## src/rtl/idex_stage_if.sv

```systemverilog
// ID/EX stage bundle: decoded ID fields in, registered EX-side copies plus stall and bubble count out.
// The master modport is the ID/control side that drives the stage; slave is the stage itself.
interface idex_stage_if #(
  parameter int DATA_W = 32,
  parameter int CNT_W  = 16
);
  logic              i_enable;
  logic              i_flush;
  logic [DATA_W-1:0] i_ID_pc4;
  logic [DATA_W-1:0] i_ID_rs_data;
  logic [DATA_W-1:0] i_ID_rt_data;
  logic [DATA_W-1:0] i_ID_imm;
  logic [4:0]        i_ID_rs;
  logic [4:0]        i_ID_rt;
  logic [4:0]        i_ID_rd;
  logic [4:0]        i_ID_shamt;
  logic [7:0]        i_ID_ctrl;

  logic              o_stall;
  logic [DATA_W-1:0] o_IDEX_pc4;
  logic [DATA_W-1:0] o_IDEX_rs_data;
  logic [DATA_W-1:0] o_IDEX_rt_data;
  logic [DATA_W-1:0] o_IDEX_imm;
  logic [4:0]        o_IDEX_rs;
  logic [4:0]        o_IDEX_rt;
  logic [4:0]        o_IDEX_rd;
  logic [4:0]        o_IDEX_shamt;
  logic [7:0]        o_IDEX_ctrl;
  logic              o_IDEX_valid;
  logic [CNT_W-1:0]  o_bubble_count;

  modport master (
    output i_enable, i_flush, i_ID_pc4, i_ID_rs_data, i_ID_rt_data, i_ID_imm,
           i_ID_rs, i_ID_rt, i_ID_rd, i_ID_shamt, i_ID_ctrl,
    input  o_stall, o_IDEX_pc4, o_IDEX_rs_data, o_IDEX_rt_data, o_IDEX_imm,
           o_IDEX_rs, o_IDEX_rt, o_IDEX_rd, o_IDEX_shamt, o_IDEX_ctrl,
           o_IDEX_valid, o_bubble_count
  );

  modport slave (
    input  i_enable, i_flush, i_ID_pc4, i_ID_rs_data, i_ID_rt_data, i_ID_imm,
           i_ID_rs, i_ID_rt, i_ID_rd, i_ID_shamt, i_ID_ctrl,
    output o_stall, o_IDEX_pc4, o_IDEX_rs_data, o_IDEX_rt_data, o_IDEX_imm,
           o_IDEX_rs, o_IDEX_rt, o_IDEX_rd, o_IDEX_shamt, o_IDEX_ctrl,
           o_IDEX_valid, o_bubble_count
  );
endinterface

```

## src/rtl/idex_stage.sv

```systemverilog
// ID/EX pipeline register with load-use detection: one-cycle latency, ID held via o_stall for one
// cycle on a hazard against the load in EX; flush or hazard loads a counted (saturating) bubble.
module idex_stage #(
  parameter int DATA_W = 32,
  parameter int CNT_W  = 16
) (
  input  logic         i_clk,
  input  logic         i_reset,
  idex_stage_if.slave  bus
);

  typedef struct packed {
    logic [DATA_W-1:0] pc4;
    logic [DATA_W-1:0] rs_data;
    logic [DATA_W-1:0] rt_data;
    logic [DATA_W-1:0] imm;
    logic [4:0]        rs;
    logic [4:0]        rt;
    logic [4:0]        rd;
    logic [4:0]        shamt;
    logic [7:0]        ctrl;
    logic              valid;
  } idex_t;

  localparam logic [CNT_W-1:0] CNT_MAX = '1;
  localparam int MEMREAD_BIT = 6;

  idex_t            stage_q;
  logic [CNT_W-1:0] bubble_cnt_q;
  logic             load_use;

  // Bubbles carry rt=0 and valid=0, so a bubble in EX can never re-trigger the detector.
  always_comb begin
    load_use = 1'b0;
    if (stage_q.ctrl[MEMREAD_BIT] && stage_q.valid && (stage_q.rt != 5'd0) &&
        ((stage_q.rt == bus.i_ID_rs) || (stage_q.rt == bus.i_ID_rt)))
      load_use = 1'b1;
  end

  // A concurrent flush discards the waiting instruction anyway, so let the PC advance.
  assign bus.o_stall = load_use && !bus.i_flush;

  always_ff @(posedge i_clk) begin
    if (i_reset) begin
      stage_q      <= '0;
      bubble_cnt_q <= '0;
    end else if (bus.i_enable) begin
      if (bus.i_flush || load_use) begin
        stage_q <= '0;
        if (bubble_cnt_q != CNT_MAX)
          bubble_cnt_q <= bubble_cnt_q + 1'b1;
      end else begin
        stage_q <= '{pc4:     bus.i_ID_pc4,
                     rs_data: bus.i_ID_rs_data,
                     rt_data: bus.i_ID_rt_data,
                     imm:     bus.i_ID_imm,
                     rs:      bus.i_ID_rs,
                     rt:      bus.i_ID_rt,
                     rd:      bus.i_ID_rd,
                     shamt:   bus.i_ID_shamt,
                     ctrl:    bus.i_ID_ctrl,
                     valid:   1'b1};
      end
    end
  end

  assign bus.o_IDEX_pc4     = stage_q.pc4;
  assign bus.o_IDEX_rs_data = stage_q.rs_data;
  assign bus.o_IDEX_rt_data = stage_q.rt_data;
  assign bus.o_IDEX_imm     = stage_q.imm;
  assign bus.o_IDEX_rs      = stage_q.rs;
  assign bus.o_IDEX_rt      = stage_q.rt;
  assign bus.o_IDEX_rd      = stage_q.rd;
  assign bus.o_IDEX_shamt   = stage_q.shamt;
  assign bus.o_IDEX_ctrl    = stage_q.ctrl;
  assign bus.o_IDEX_valid   = stage_q.valid;
  assign bus.o_bubble_count = bubble_cnt_q;

endmodule

```

## src/flat_wrapper.sv

```systemverilog
// flat-port wrapper written by rule: the top's interface ports become plain ports
module idex_stage_flat 
#(
  parameter int DATA_W = 32,
  parameter int CNT_W  = 16
)
  (i_clk, i_reset, bus_i_enable, bus_i_flush, bus_i_ID_pc4, bus_i_ID_rs_data, bus_i_ID_rt_data, bus_i_ID_imm, bus_i_ID_rs, bus_i_ID_rt, bus_i_ID_rd, bus_i_ID_shamt, bus_i_ID_ctrl, bus_o_stall, bus_o_IDEX_pc4, bus_o_IDEX_rs_data, bus_o_IDEX_rt_data, bus_o_IDEX_imm, bus_o_IDEX_rs, bus_o_IDEX_rt, bus_o_IDEX_rd, bus_o_IDEX_shamt, bus_o_IDEX_ctrl, bus_o_IDEX_valid, bus_o_bubble_count);
  idex_stage_if #(.DATA_W(DATA_W), .CNT_W(CNT_W)) bus_i ();
  input  logic i_clk;
  input  logic i_reset;
  input wire logic [$bits(bus_i.i_enable)-1:0] bus_i_enable;
  input wire logic [$bits(bus_i.i_flush)-1:0] bus_i_flush;
  input wire logic [$bits(bus_i.i_ID_pc4)-1:0] bus_i_ID_pc4;
  input wire logic [$bits(bus_i.i_ID_rs_data)-1:0] bus_i_ID_rs_data;
  input wire logic [$bits(bus_i.i_ID_rt_data)-1:0] bus_i_ID_rt_data;
  input wire logic [$bits(bus_i.i_ID_imm)-1:0] bus_i_ID_imm;
  input wire logic [$bits(bus_i.i_ID_rs)-1:0] bus_i_ID_rs;
  input wire logic [$bits(bus_i.i_ID_rt)-1:0] bus_i_ID_rt;
  input wire logic [$bits(bus_i.i_ID_rd)-1:0] bus_i_ID_rd;
  input wire logic [$bits(bus_i.i_ID_shamt)-1:0] bus_i_ID_shamt;
  input wire logic [$bits(bus_i.i_ID_ctrl)-1:0] bus_i_ID_ctrl;
  output wire logic [$bits(bus_i.o_stall)-1:0] bus_o_stall;
  output wire logic [$bits(bus_i.o_IDEX_pc4)-1:0] bus_o_IDEX_pc4;
  output wire logic [$bits(bus_i.o_IDEX_rs_data)-1:0] bus_o_IDEX_rs_data;
  output wire logic [$bits(bus_i.o_IDEX_rt_data)-1:0] bus_o_IDEX_rt_data;
  output wire logic [$bits(bus_i.o_IDEX_imm)-1:0] bus_o_IDEX_imm;
  output wire logic [$bits(bus_i.o_IDEX_rs)-1:0] bus_o_IDEX_rs;
  output wire logic [$bits(bus_i.o_IDEX_rt)-1:0] bus_o_IDEX_rt;
  output wire logic [$bits(bus_i.o_IDEX_rd)-1:0] bus_o_IDEX_rd;
  output wire logic [$bits(bus_i.o_IDEX_shamt)-1:0] bus_o_IDEX_shamt;
  output wire logic [$bits(bus_i.o_IDEX_ctrl)-1:0] bus_o_IDEX_ctrl;
  output wire logic [$bits(bus_i.o_IDEX_valid)-1:0] bus_o_IDEX_valid;
  output wire logic [$bits(bus_i.o_bubble_count)-1:0] bus_o_bubble_count;
  assign bus_i.i_enable = bus_i_enable;
  assign bus_i.i_flush = bus_i_flush;
  assign bus_i.i_ID_pc4 = bus_i_ID_pc4;
  assign bus_i.i_ID_rs_data = bus_i_ID_rs_data;
  assign bus_i.i_ID_rt_data = bus_i_ID_rt_data;
  assign bus_i.i_ID_imm = bus_i_ID_imm;
  assign bus_i.i_ID_rs = bus_i_ID_rs;
  assign bus_i.i_ID_rt = bus_i_ID_rt;
  assign bus_i.i_ID_rd = bus_i_ID_rd;
  assign bus_i.i_ID_shamt = bus_i_ID_shamt;
  assign bus_i.i_ID_ctrl = bus_i_ID_ctrl;
  assign bus_o_stall = bus_i.o_stall;
  assign bus_o_IDEX_pc4 = bus_i.o_IDEX_pc4;
  assign bus_o_IDEX_rs_data = bus_i.o_IDEX_rs_data;
  assign bus_o_IDEX_rt_data = bus_i.o_IDEX_rt_data;
  assign bus_o_IDEX_imm = bus_i.o_IDEX_imm;
  assign bus_o_IDEX_rs = bus_i.o_IDEX_rs;
  assign bus_o_IDEX_rt = bus_i.o_IDEX_rt;
  assign bus_o_IDEX_rd = bus_i.o_IDEX_rd;
  assign bus_o_IDEX_shamt = bus_i.o_IDEX_shamt;
  assign bus_o_IDEX_ctrl = bus_i.o_IDEX_ctrl;
  assign bus_o_IDEX_valid = bus_i.o_IDEX_valid;
  assign bus_o_bubble_count = bus_i.o_bubble_count;
  idex_stage #(.DATA_W(DATA_W), .CNT_W(CNT_W)) u_core (.i_clk(i_clk), .i_reset(i_reset), .bus(bus_i));
endmodule
```

## config.mk

```make
export PLATFORM = sky130hd
export DESIGN_NAME = idex_stage_flat
export DESIGN_NICKNAME = d
export VERILOG_FILES = /design/src/rtl/idex_stage_if.sv /design/src/rtl/idex_stage.sv /design/src/flat_wrapper.sv
export SDC_FILE = /design/constraint.sdc
export NUM_CORES = 1
export LEC_CHECK = 0
export CAP_MARGIN = 40
export CORE_ASPECT_RATIO = 1.75
export CORE_MARGIN = 1.5
export CORE_UTILIZATION = 30
export DETAILED_ROUTE_END_ITERATION = 7
export PLACE_DENSITY = 0.65
export SYNTH_ARGS = -nofsm -noshare
export SYNTH_HDL_FRONTEND = slang
export SYNTH_SLANG_ARGS = --single-unit
```

## constraint.sdc

```tcl
create_clock -name i_clk -period 1.9 [get_ports i_clk]
set_input_delay 0.38 -clock i_clk [delete_from_list [all_inputs] [get_ports i_clk]]
set_output_delay 0.38 -clock i_clk [all_outputs]
set_load 0.005 [all_outputs]
```

-- Yosys cells after proc, flatten, opt, wreduce, memory -nomap -nowiden
Index checks and enable logic that the tools add are counted.
- latch bits: 0
- memories: 0
- bits in registers: 173
- bits of input ports: 160
- RAM bits: 0
- memory bits (read-only): 0
- logic and storage cells: 26
- multiplexer cells: 2
- bitwise gates (word level): 0
- order comparisons: 0
- $mul: 0
- $add $sub $neg: 1
- shifts and indexed selects: 0
- reductions and logical operators: 9
- divide/modulo/power cells: 0
- eq/ne operators: 3
- operator list (cell ; count):
    2-to-1 mux 157 bit ; 1
    adder 16 x 1 -> 16 bit (second input constant) ; 1
    inequality test 16 bit (second input constant) ; 1
    equality test 5 bit ; 2
    nonzero test 5 bit ; 1
    logical AND 1 bit ; 4
    AND reduction 3 bit ; 1
    logical OR 1 bit ; 2
    zero test 1 bit ; 1
    2-to-1 mux 1 bit ; 1

-- Depth between registers and ports, before layout
- depth after elaboration: 6
- depth in mapped cells: 9

-- Worst setup path before layout
OpenSTA, ideal clock, no wires.
- path type: reg-to-reg
- from: register u_core.stage_q, in the netlist u_core.bus.o_IDEX_rt[4]
- to: register u_core.bubble_cnt_q[6], in the netlist u_core.bus.o_bubble_count[6]
- slack: -178 ps
- library setup time: 121 ps
- buffers on the path: 1
- cell stages (with the launch flop): 8
- data arrival time: 1957 ps
- cell sequence: dfxtp_1 -> or3_1 -> o311a_1 -> o211a_1 -> and2_1 -> buf_2 -> nand3_1 -> mux2_2
- word-level cells in the longest chain between the ends: 6
- elaborated cells on any way between the ends: 9
- classes of those cells: 2 x eq/ne; 1 x mux; 6 x reduce/logical
- RTL lines (element ; line ; text):
    start, declared ; idex_stage.sv:28 ; idex_t stage_q;
    start signal, assigned ; idex_stage.sv:53 ; stage_q <= '{pc4: bus.i_ID_pc4,
    equality test 5 bit / nonzero test 5 bit (equally long branches) ; idex_stage.sv:36, idex_stage.sv:35 ;
    logical OR 1 bit / logical AND 1 bit (equally long branches) ; idex_stage.sv:36, idex_stage.sv:35 ;
    logical AND 1 bit (*) ; idex_stage.sv:35 ; if (stage_q.ctrl[MEMREAD_BIT] && stage_q.valid && (stage_q.rt != 5'd0) &&
    2-to-1 mux 1 bit (*) ; idex_stage.sv:35 ;
    logical OR 1 bit (*) ; idex_stage.sv:48 ; if (bus.i_flush || load_use) begin
    AND reduction 3 bit (no line) (*) ; n/a ;
    end signal, assigned ; idex_stage.sv:51 ; bubble_cnt_q <= bubble_cnt_q + 1'b1;
    end, declared ; idex_stage.sv:29 ; logic [CNT_W-1:0] bubble_cnt_q;
Every way passes the cells marked *; elsewhere a longest branch is shown, timed or not.
A chain may end at the register's enable or synchronous reset.

-- Worst setup path after layout
- from: register u_core.stage_q, in the netlist u_core.bus.o_IDEX_rt[1]
- to: register u_core.bubble_cnt_q[6], in the netlist u_core.bus.o_bubble_count[6]
The elaborated chain is that of the path after synthesis.

==> metrics.txt <==
GPL Wtd Cong=0.788; Post-layout nets=roughly 1200; CP max stage delay=0.40 ns; die height=about 190 um; Yosys Warn Count=0; Post-synth EDFFs=0; post-synthesis sequential area ratio=0.560; Clk pin slew, worst setup/hold paths=around 0.070 ns; Longest Clk Path Bufs=2; Slew headroom=0.410; min Tclk post-route=~2.4 ns; initial antenna violation count=1; maximum VDD drop=between 0.0005 and 0.0006 V; Synth Register Bits=~170; DRT iter0 DRCs=between 200 and 300; first-pass GRT wire length=around 36000 um; Clock Latency Late Sink=roughly 0.44 ns; Area Overhead vs Synth=99.8%; Slew Viols, Final=0; vias after detailed routing=roughly 6400; RSZ-0062 raised after global routing=true; synthesized area=around 6200 um2; LEAKAGE=around 0.0044 uW; Core ar.=around 20000 um2; via/cell ratio=4.96; # setup viols final=roughly 170; DRT Wirelength=roughly 25000 um; failing checks=setup timing; PwrDens=between 700 and 800 nW/um2; crit path max fanout=3; cell mode on critical path=buf_6; post-route clock period utilization=1.25; Hold Crit Class=in2reg; cells after synthesis=646; DRT antenna net count=0; Detail Placement HPWL=15400 um; Remaining DRCs=0; Die ar.=roughly 22000 um2; # hold bufs at CTS=0; CTS Sinks=roughly 170; CP Cell Sequence=or3_1 > o311a_1 > buf_6 > buf_4 > buf_6 > o211a_4 > and2_4 > nand3_2 > mux2_4; final setup TNS=-58.21 ns; IO Pins=between 300 and 400; Setup WS post-layout=-0.470 ns; register area=about 3500 um2; I/O Buffers=333; post-synthesis net count=slightly above 800; GRT overflow=0; largest net degree at the start of global routing=between 100 and 150; Worst Path Class, Setup=reg2reg; Avg WL per Cell=around 19 um; vias in the first global route=6406; Top FF cell, synth=dfxtp_1; row cnt=slightly below 70; Setup crit end kind=flip-flop; Peak Freq=~420 MHz; DIE WIDTH=approximately 110 um; layout cells sized above 1=0.300; CP required=between 2 and 2.5 ns; status=complete, but fails checks; slowest CP cell=o311a_1; Tot GR Track Use=0.222; # fillers=~1600; Worst Max-Slew Pin Slew=slightly below 0.9 ns; CTS Root Buffer Type=clkbuf_16; Starting Density=0.305; skew final=about 0.0077 ns; CTS tree=done; syn avg cell area=approximately 9.6 um2; Yosys cell types=31; total CTS buffers=17; share of flip-flops with an asynchronous set or reset=0; max-cap viol count=0; Power, Total=about 9300 uW; Multi-input gate area=3360 um2; Startpoint Class=flip-flop; crit path DAT=approximately 2.7 ns; drt first pass iters=4; final hold slack=between 0.3 and 0.4 ns; Hold Fails Final Rpt=0; H-Tree Depth=4
==> worst paths after layout <==
path	start	cells after the start	slack (ns)	endpoint
min	i_reset	2	0.31	u_core.bus.o_IDEX_ctrl[7]
max	u_core.bus.o_IDEX_rt[1]	9	-0.47	u_core.bus.o_bubble_count[6]
min reg2reg	u_core.bus.o_IDEX_rt_data[19]	2	0.51	u_core.bus.o_IDEX_rt_data[19]
max reg2reg	u_core.bus.o_IDEX_rt[1]	9	-0.47	u_core.bus.o_bubble_count[6]
==> kinds of logic after synthesis <==
group / after synthesis / share of synthesized area
buffers and inverters: 59 / 0.0518
AND/OR/NAND/NOR: 215 / 0.147
XOR/XNOR: 12 / 0.0170
adder cells (fa/ha/maj): 1 / 0.00202
AO/OA/AOI/OAI: 182 / 0.214
multiplexers: 4 / 0.00729
flip-flops: 173 / 0.560
==> report_power, final <==
| part | switching [uW] | internal, uW | total [uW] |
|---|---|---|---|
| logic | 584 | 908 | 1490 |
| registers | 90.5 | 3760 | 3850 |
| clock network | 1470 | 2490 | 3970 |
==> sequential cells by signal, indices dropped and copies added, names as in the netlist <==
signal,count
u_core.bus.o_IDEX_valid,1
u_core.bus.o_IDEX_rt_data,32
u_core.bus.o_IDEX_rs,5
u_core.bus.o_IDEX_shamt,5
u_core.bus.o_IDEX_imm,32
u_core.bus.o_bubble_count,16
u_core.bus.o_IDEX_rd,5
u_core.bus.o_IDEX_rt,5
u_core.bus.o_IDEX_rs_data,32
u_core.bus.o_IDEX_ctrl,8
u_core.bus.o_IDEX_pc4,32
==> repair_timing <==
action                                  CTS  global route
buffers inserted                         31             9
endpoints found under the hold margin     0             0
pin swaps                               124           164
resized for setup                       117            59
cloned                                   19             4
endpoints found under the setup margin  174           174
==> cells in the final DEF (no fill, tap or decap), types with 10 or more instances in the layout <==
master	instances
clkdlybuf4s50_1	331
dfxtp_1	170
nor2_1	162
a22oi_2	156
buf_4	28
clkbuf_16	21
buf_6	21
buf_12	17
buf_8	11
nand2_1	10
==> layout make-up <==
cell class | count | area share
diodes | 1 | 0.000203
multi-input cells | 414 | 0.272
clock inverters | 11 | 0.0174
inverters | 2 | 0.00101
repair buffers | 418 | 0.367
well taps | 248 | 0.0251
clock buffers | 20 | 0.0362
flip-flops and latches | 173 | 0.281
==> per-stage QoR <==
stage	utilization	area [um2]	worst slack, ns	cells
after floorplan	-	6760	-0.175	646
after global placement	0.515	10400	-0.551	1211
after detailed placement	0.515	10400	-0.623	1211
after CTS	0.610	12400	-0.374	1292
after global routing	0.609	12400	-0.496	1287
final	0.609	12400	-0.470	1287
==> worst max-delay path, delay by kind of cell (launching register included) <==
kind,cells,cell delay (ns)
flip-flops,1,0.34
buffers and inverters,3,0.37
multiplexers,1,0.29
AO/OA/AOI/OAI,2,0.66
AND/OR/NAND/NOR,3,0.60
==> metal layers <==
| metal | vias up | share of wire | global-route usage |
|---|---|---|---|
| li1 | 3070 | - | - |
| met1 | 3044 | 0.37 | 0.232 |
| met2 | 223 | 0.54 | 0.405 |
| met3 | 51 | 0.049 | 0.0597 |
| met4 | 0 | 0.035 | 0.112 |
| met5 | - | 0 | 0 |
==> Yosys cell counts (2+ instances only) <==
cell type	count	share of area
dfxtp_1	173	0.56
nor2_1	164	0.10
a22oi_1	156	0.19
clkbuf_1	37	0.022
a21oi_1	12	0.0097
nand2_1	12	0.0073
xnor2_1	11	0.016
buf_6	10	0.018
nand3_1	9	0.0073
o21ai_0	9	0.0073
or3_1	6	0.0061
and3_1	5	0.0051
buf_4	5	0.0061
buf_2	4	0.0032
mux2_2	4	0.0073
nand4b_1	4	0.0057
nor2b_1	4	0.0040
and2_1	3	0.0030
and4_1	3	0.0043
inv_1	2	0.0012
nand4_1	2	0.0020
nor3_1	2	0.0016
No activity file was read; power rests on OpenSTA's default activity.
